==> config.mk <==
export PLATFORM = sky130hd
export DESIGN_NAME = or_eventos_n
export DESIGN_NICKNAME = d
export VERILOG_FILES = /design/src/rtl/rtc_pkg.sv /design/src/rtl/sincronizador_flanco.sv /design/src/rtl/or_eventos_n.sv
export SDC_FILE = /design/constraint.sdc
export NUM_CORES = 1
export LEC_CHECK = 0
export CORE_AREA = 2 2 39 41
export CTS_CLUSTER_DIAMETER = 150
export CTS_CLUSTER_SIZE = 28
export DETAILED_ROUTE_END_ITERATION = 16
export DIE_AREA = 0 0 41 43
export DONT_BUFFER_PORTS = 1
export MAX_ROUTING_LAYER = met4
export SLEW_MARGIN = 20
export SYNTH_ARGS = -nofsm -noshare
export SYNTH_HDL_FRONTEND = slang
export SYNTH_SLANG_ARGS = --single-unit
==> constraint.sdc <==
create_clock -name clk -period 1.15 [get_ports clk]
set_input_delay 0.115 -clock clk [delete_from_list [all_inputs] [get_ports clk]]
set_output_delay 0.115 -clock clk [all_outputs]
set_load 0.05 [all_outputs]
==> src/rtl/rtc_pkg.sv <==
// rtc_pkg
// Shared RTC constants: default event-channel count, default synchroniser
// depth, and the fixed channel assignment of the RTC event sources.
package rtc_pkg;

  localparam int RTC_N_EVENTOS   = 3;
  localparam int RTC_SYNC_STAGES = 2;

  // Channel index of each RTC event source inside datos/pendientes.
  localparam int EV_ALARMA = 0;
  localparam int EV_TIMER  = 1;
  localparam int EV_BOTON  = 2;

endpackage : rtc_pkg

==> src/rtl/sincronizador_flanco.sv <==
// sincronizador_flanco
// One event channel: brings an asynchronous flag into the clk domain through
// a chain of SYNC_STAGES flops and turns it into a one-clock event.
// Ports:
//   clk    - system clock
//   reset  - asynchronous, active-high reset
//   dato   - raw asynchronous flag
//   ev     - event, rising edge of the synchronised flag (MODO_FLANCO=1)
//            or the synchronised level itself (MODO_FLANCO=0)
module sincronizador_flanco #(
  parameter int SYNC_STAGES = 2,
  parameter bit MODO_FLANCO = 1'b1
) (
  input  logic clk,
  input  logic reset,
  input  logic dato,
  output logic ev
);

  logic [SYNC_STAGES-1:0] sync_q;
  logic                   prev_q;
  logic                   sinc;

  assign sinc = sync_q[SYNC_STAGES-1];

  // Shift chain for metastability settling, plus a one-cycle history of the
  // settled value for edge detection. prev_q clears on reset, so an input
  // already high at release reports one event.
  always_ff @(posedge clk or posedge reset) begin
    if (reset) begin
      sync_q <= '0;
      prev_q <= 1'b0;
    end else begin
      sync_q <= {sync_q[SYNC_STAGES-2:0], dato};
      prev_q <= sinc;
    end
  end

  assign ev = MODO_FLANCO ? (sinc & ~prev_q) : sinc;

endmodule : sincronizador_flanco

==> src/rtl/or_eventos_n.sv <==
// or_eventos_n
// N-channel RTC event aggregator: synchronises each raw flag, latches its
// events into sticky pending bits, and raises a registered attention line
// (plus a one-cycle pulse on its rising edge) when any unmasked bit is pending.
// Ports:
//   clk          - system clock
//   reset        - asynchronous, active-high reset
//   datos        - raw asynchronous event inputs
//   mascara      - per-channel enable toward salida
//   limpiar      - per-channel clear strobe for pendientes
//   pendientes   - sticky pending bits
//   salida       - registered OR of unmasked pending bits
//   salida_pulso - one-cycle pulse when salida goes 0 -> 1
module or_eventos_n
  import rtc_pkg::*;
#(
  parameter int N_ENTRADAS  = RTC_N_EVENTOS,
  parameter int SYNC_STAGES = RTC_SYNC_STAGES,
  parameter bit MODO_FLANCO = 1'b1
) (
  input  logic                  clk,
  input  logic                  reset,
  input  logic [N_ENTRADAS-1:0] datos,
  input  logic [N_ENTRADAS-1:0] mascara,
  input  logic [N_ENTRADAS-1:0] limpiar,
  output logic [N_ENTRADAS-1:0] pendientes,
  output logic                  salida,
  output logic                  salida_pulso
);

  logic [N_ENTRADAS-1:0] ev;
  logic [N_ENTRADAS-1:0] pend_q, pend_d;
  logic                  salida_q, salida_d;
  logic                  pulso_q, pulso_d;

  for (genvar i = 0; i < N_ENTRADAS; i++) begin : g_canal
    sincronizador_flanco #(
      .SYNC_STAGES (SYNC_STAGES),
      .MODO_FLANCO (MODO_FLANCO)
    ) u_sinc (
      .clk   (clk),
      .reset (reset),
      .dato  (datos[i]),
      .ev    (ev[i])
    );
  end

  // A new event has priority over a clear in the same cycle, so an event
  // arriving while software is clearing the old one is never lost.
  always_comb begin
    pend_d   = ev | (pend_q & ~limpiar);
    salida_d = |(pend_q & mascara);
    pulso_d  = salida_d & ~salida_q;
  end

  always_ff @(posedge clk or posedge reset) begin
    if (reset) begin
      pend_q   <= '0;
      salida_q <= 1'b0;
      pulso_q  <= 1'b0;
    end else begin
      pend_q   <= pend_d;
      salida_q <= salida_d;
      pulso_q  <= pulso_d;
    end
  end

  assign pendientes   = pend_q;
  assign salida       = salida_q;
  assign salida_pulso = pulso_q;

endmodule : or_eventos_n
* Word level (Yosys, flattened, before mapping)
Cells that the tools add are included.
Operators by class: bitwise operators 12, reduce and logical (&&, ||, !) cells 1
Operator list (number):
- $and A3 B3 Y3 | 2
- $and A1 B1 Y1 | 4
- $not A1 Y1 | 4
- $not A3 Y3 | 1
- $or A3 B3 Y3 | 1
- $reduce_or A3 Y1 | 1
Word-level totals: bits in registers 14, bits of input ports 11, output and inout bits 5, logic and storage cells 22

* Depth between registers and ports, before layout
word-level depth 3, mapped depth 2, depth with buffers taken out 2

* Hierarchy
A second synthesis with hierarchy kept.
Unflattened totals: cells, all modules 30, area total of the unflattened synthesis 457.9 um2
By module, submodules not included:
- sincronizador_flanco | times used 3, cells each 5, area an instance 92.6 um2, seq. area each 75.1 um2
- or_eventos_n | times used 1, cells each 15, area an instance 180.2 um2, seq. area each 125.1 um2

* Least setup slack after synthesis
No wires, ideal clock.
path kind reg2reg, from register pend_q[0], in the netlist pendientes[0], to register pulso_q, in the netlist salida_pulso, library setup time 140 ps, arrival time 1029 ps, required time 1010 ps, setup slack -18 ps, stages on the path, launching flop included 3, path buffers 0, clock period less this slack 1168 ps, cell sequence dfrtp_1 -> a222oi_1 -> nor2_1
On the way: cells in the longest elaborated chain, start to end 3
RTL lines:
- start: declaration | RTL line or_eventos_n.sv:32 | logic [N_ENTRADAS-1:0] pend_q, pend_d;
- start signal: assignment | RTL line or_eventos_n.sv:62 | pend_q <= pend_d;
- $and A3 B3 Y3 | RTL line or_eventos_n.sv:52 | salida_d = |(pend_q & mascara);
- $reduce_or A3 Y1 | RTL line or_eventos_n.sv:52
- $and A1 B1 Y1 | RTL line or_eventos_n.sv:53 | pulso_d = salida_d & ~salida_q;
- named net pulso_d | RTL line or_eventos_n.sv:34 | logic pulso_q, pulso_d;
- end signal: assignment | RTL line or_eventos_n.sv:64 | pulso_q <= pulso_d;
- end: declaration | RTL line or_eventos_n.sv:34
The timed path passes the listed nets, and every way through them passes these cells.

* Worst setup path after layout
from register pulso_q, in the netlist salida_pulso, to output salida_pulso
RTL lines:
- end: declaration | RTL line or_eventos_n.sv:28 | output logic salida_pulso
No word-level cell between the ends.

==> run metrics <==
type of element capturing the critical path=output pin; maximum level of the CTS H-tree=1; cell types occupying the most area after synthesis=dfrtp_1, inv_1, o22ai_1; final critical-path required period=1.001 ns; Yosys warning total=0; starting density of the core=29.84%; sum of negative setup slack=0 ns; Final period util=87.02%; result of the run=completed; cell taking the most area after synthesis=dfrtp_1; Ports=16; kind of start point of the critical path=flop; chip width=41 um; most common library cell in the layout ignoring fill and taps=dfrtp_1; adder-cell share of the synthesized area=0%; vias in the first global route=260; remaining global-route overflow=0; number of endpoints failing setup at the final stage=0; global-route usage over all layers=8.613%; Min-Delay Path Depth=2; number of resized instances in the post-cts repair step=0; flop2flop setup slack=0.15 ns; number of antenna cells inserted=0; leakage=0.2786 nW; placement row count=14; crit path max fanout=1; post-route non-filler standard cell count=58; worst reg-to-reg path cell count=2; number of DRC markers after the initial detailed-route iteration=2; Relative slew margins=67.35%; mean area per synthesized cell=15.29 um^2; CTS tree=built; count of vias placed by the detailed router=241; largest net degree at the start of global routing=15; area growth from synthesis to layout=37.58%; post-route setup slack=0.1492 ns; netlist area before placement=412.9 um^2; final wirelength=601 um; DRC violation count after routing=0; clock insertion delay at the later pin of the skew report=0.26 ns; count of input and output buffers=0; end point of the most critical hold path=salida; type of the most critical hold path=in2reg; Core Box Area=1384 um^2; R2R Path Start=pendientes[0]; main combinational cell family by area after synthesis=buffers and inverters; first-pass GRT wire length=938 um; via-per-instance ratio=4.155; required time at the endpoint of the critical path=1.03 ns; Worst-Margin Slew=0.4892 ns; Worst Setup Slack post-DPL=0.1462 ns; cell at the root of the clock tree=clkbuf_4; Placed Cells incl. Taps=47; die outline height=43 um; Max Root-Sink Buffers=2; number of nets produced by synthesis=38; Setup CP Type=reg2out; layout cell share with drive strength beyond 1=21.43%; commonest cells after routing, fill and taps aside=dfrtp_1, inv_1, dlygate4sd3_1; last weighted congestion value of the routability-driven placer=0.5655; maximum frequency from static timing analysis=999.2 MHz; total of fill cells in the finished design=140; worst hold-check slack=0.01965 ns; sequential element share of the synthesized area=84.85%; number of distinct library cell variants in the gate-level netlist after synthesis=5; endpoint of the worst-slack reg-to-reg timing path=salida_pulso; simple logic cell fraction of the synthesized area=0.9091%; Arr. time, crit path=0.89 ns; Worst IR Drop VDD=0.5579 mV; number of antenna violations at the first check in global routing=0; setup repair after global routing missed its margin=false; per-cell routed wire length=10.36 um; number of iterations in the first detailed-routing pass=4; Final Max Tran Viols=0; post-synthesis xor/xnor area fraction=0%; setup skew after layout=0.001840 ns; top-area cell type share of the netlist area=84.85%; pwr/cell area=1642 nW/um^2; Clock Pin Slew Worst Setup and Hold Paths=0.07 ns; fraction of synthesized area in multiplexers=0%; number of sinks driven by the clock tree=14; number of nets in the final layout=55; startpoint of the lowest-slack hold path=mascara[1]; cell count after synthesis=27; fraction of the mapped netlist area in compound gates=6.970%; Seq cells post-synth=14; CTS buffer count=3; final hold vios=0; antenna violation net count after detailed routing=0; source of the critical timing path=salida_pulso; die footprint=1763 um^2; number of max-cap violations=0
-- repair_timing --
item	CTS	global route
hold endpoints to repair	21	0
hold buffers	8	0
setup buffers	0	0
-- logic make-up (layout without fill, tap and decap cells) --
| logic type | after synthesis | after routing |
|---|---|---|
| compound gates | 4 | 4 |
| buf+inv | 8 | 23 |
| flops | 14 | 14 |
| simple gates | 1 | 1 |
-- Yosys cell counts (all sizes together) --
master  number
a222oi       1
nor2         1
dfrtp       14
inv          8
o22ai        3
-- how the worst max path moves through the flow --
stage | to | slack, ns | cells past startpoint
2_1_floorplan | salida_pulso | 0.05 | 2
6_report | salida_pulso | 0.15 | 0
4_1_cts | salida_pulso | 0.13 | 2
5_1_grt | salida_pulso | 0.08 | 2
3_3_place_gp | salida_pulso | 0.21 | 2
3_5_place_dp | salida_pulso | 0.15 | 2
-- per-layer routing --
metal  GRT usage, %  wire [um]  up-vias
li1               -          -      115
met5              -          0        -
met4          6.000          0        0
met1          7.904        235      112
met3          3.665         57        0
met2          13.44        308       14
-- where the power goes --
| group | switching (mW) | total, mW | internal [mW] | leakage (nW) |
|---|---|---|---|---|
| Clock | 0.126 | 0.247 | 0.121 | 0.0138 |
| Combinational | 0.0798 | 0.126 | 0.0466 | 0.101 |
| Sequential | 0.0320 | 0.559 | 0.527 | 0.164 |
-- sequential cells by signal, summed over array words and instances (netlist names) --
name / flops
g_canal.u_sinc.prev_q: 3
g_canal.u_sinc.sync_q: 6
pendientes: 3
salida: 1
salida_pulso: 1
-- metrics by stage --
| stage | area, um^2 | util (%) | total power, mW |
|---|---|---|---|
| final | 568.0 | 41.05 | 0.9325 |
| after global placement | 465.4 | 33.63 | 0.6703 |
| after detailed placement | 465.4 | 33.63 | 0.6766 |
| after global routing | 568.0 | 41.05 | 0.9909 |
| after CTS | 568.0 | 41.05 | 0.9530 |
| after floorplan | 415.4 | - | 0.6420 |
-- layout make-up --
cell class / instances / area, um^2 / share of cell area [%]
Sequential cell: 14 / 352.8 / 62.11
Timing Repair Buffer: 12 / 110.1 / 19.38
Tap cell: 16 / 20.02 / 3.524
Inverter: 8 / 30.03 / 5.286
Clock buffer: 3 / 22.52 / 3.965
Multi-Input combinational cell: 5 / 32.53 / 5.727
Power figures use the tool's default switching activity.
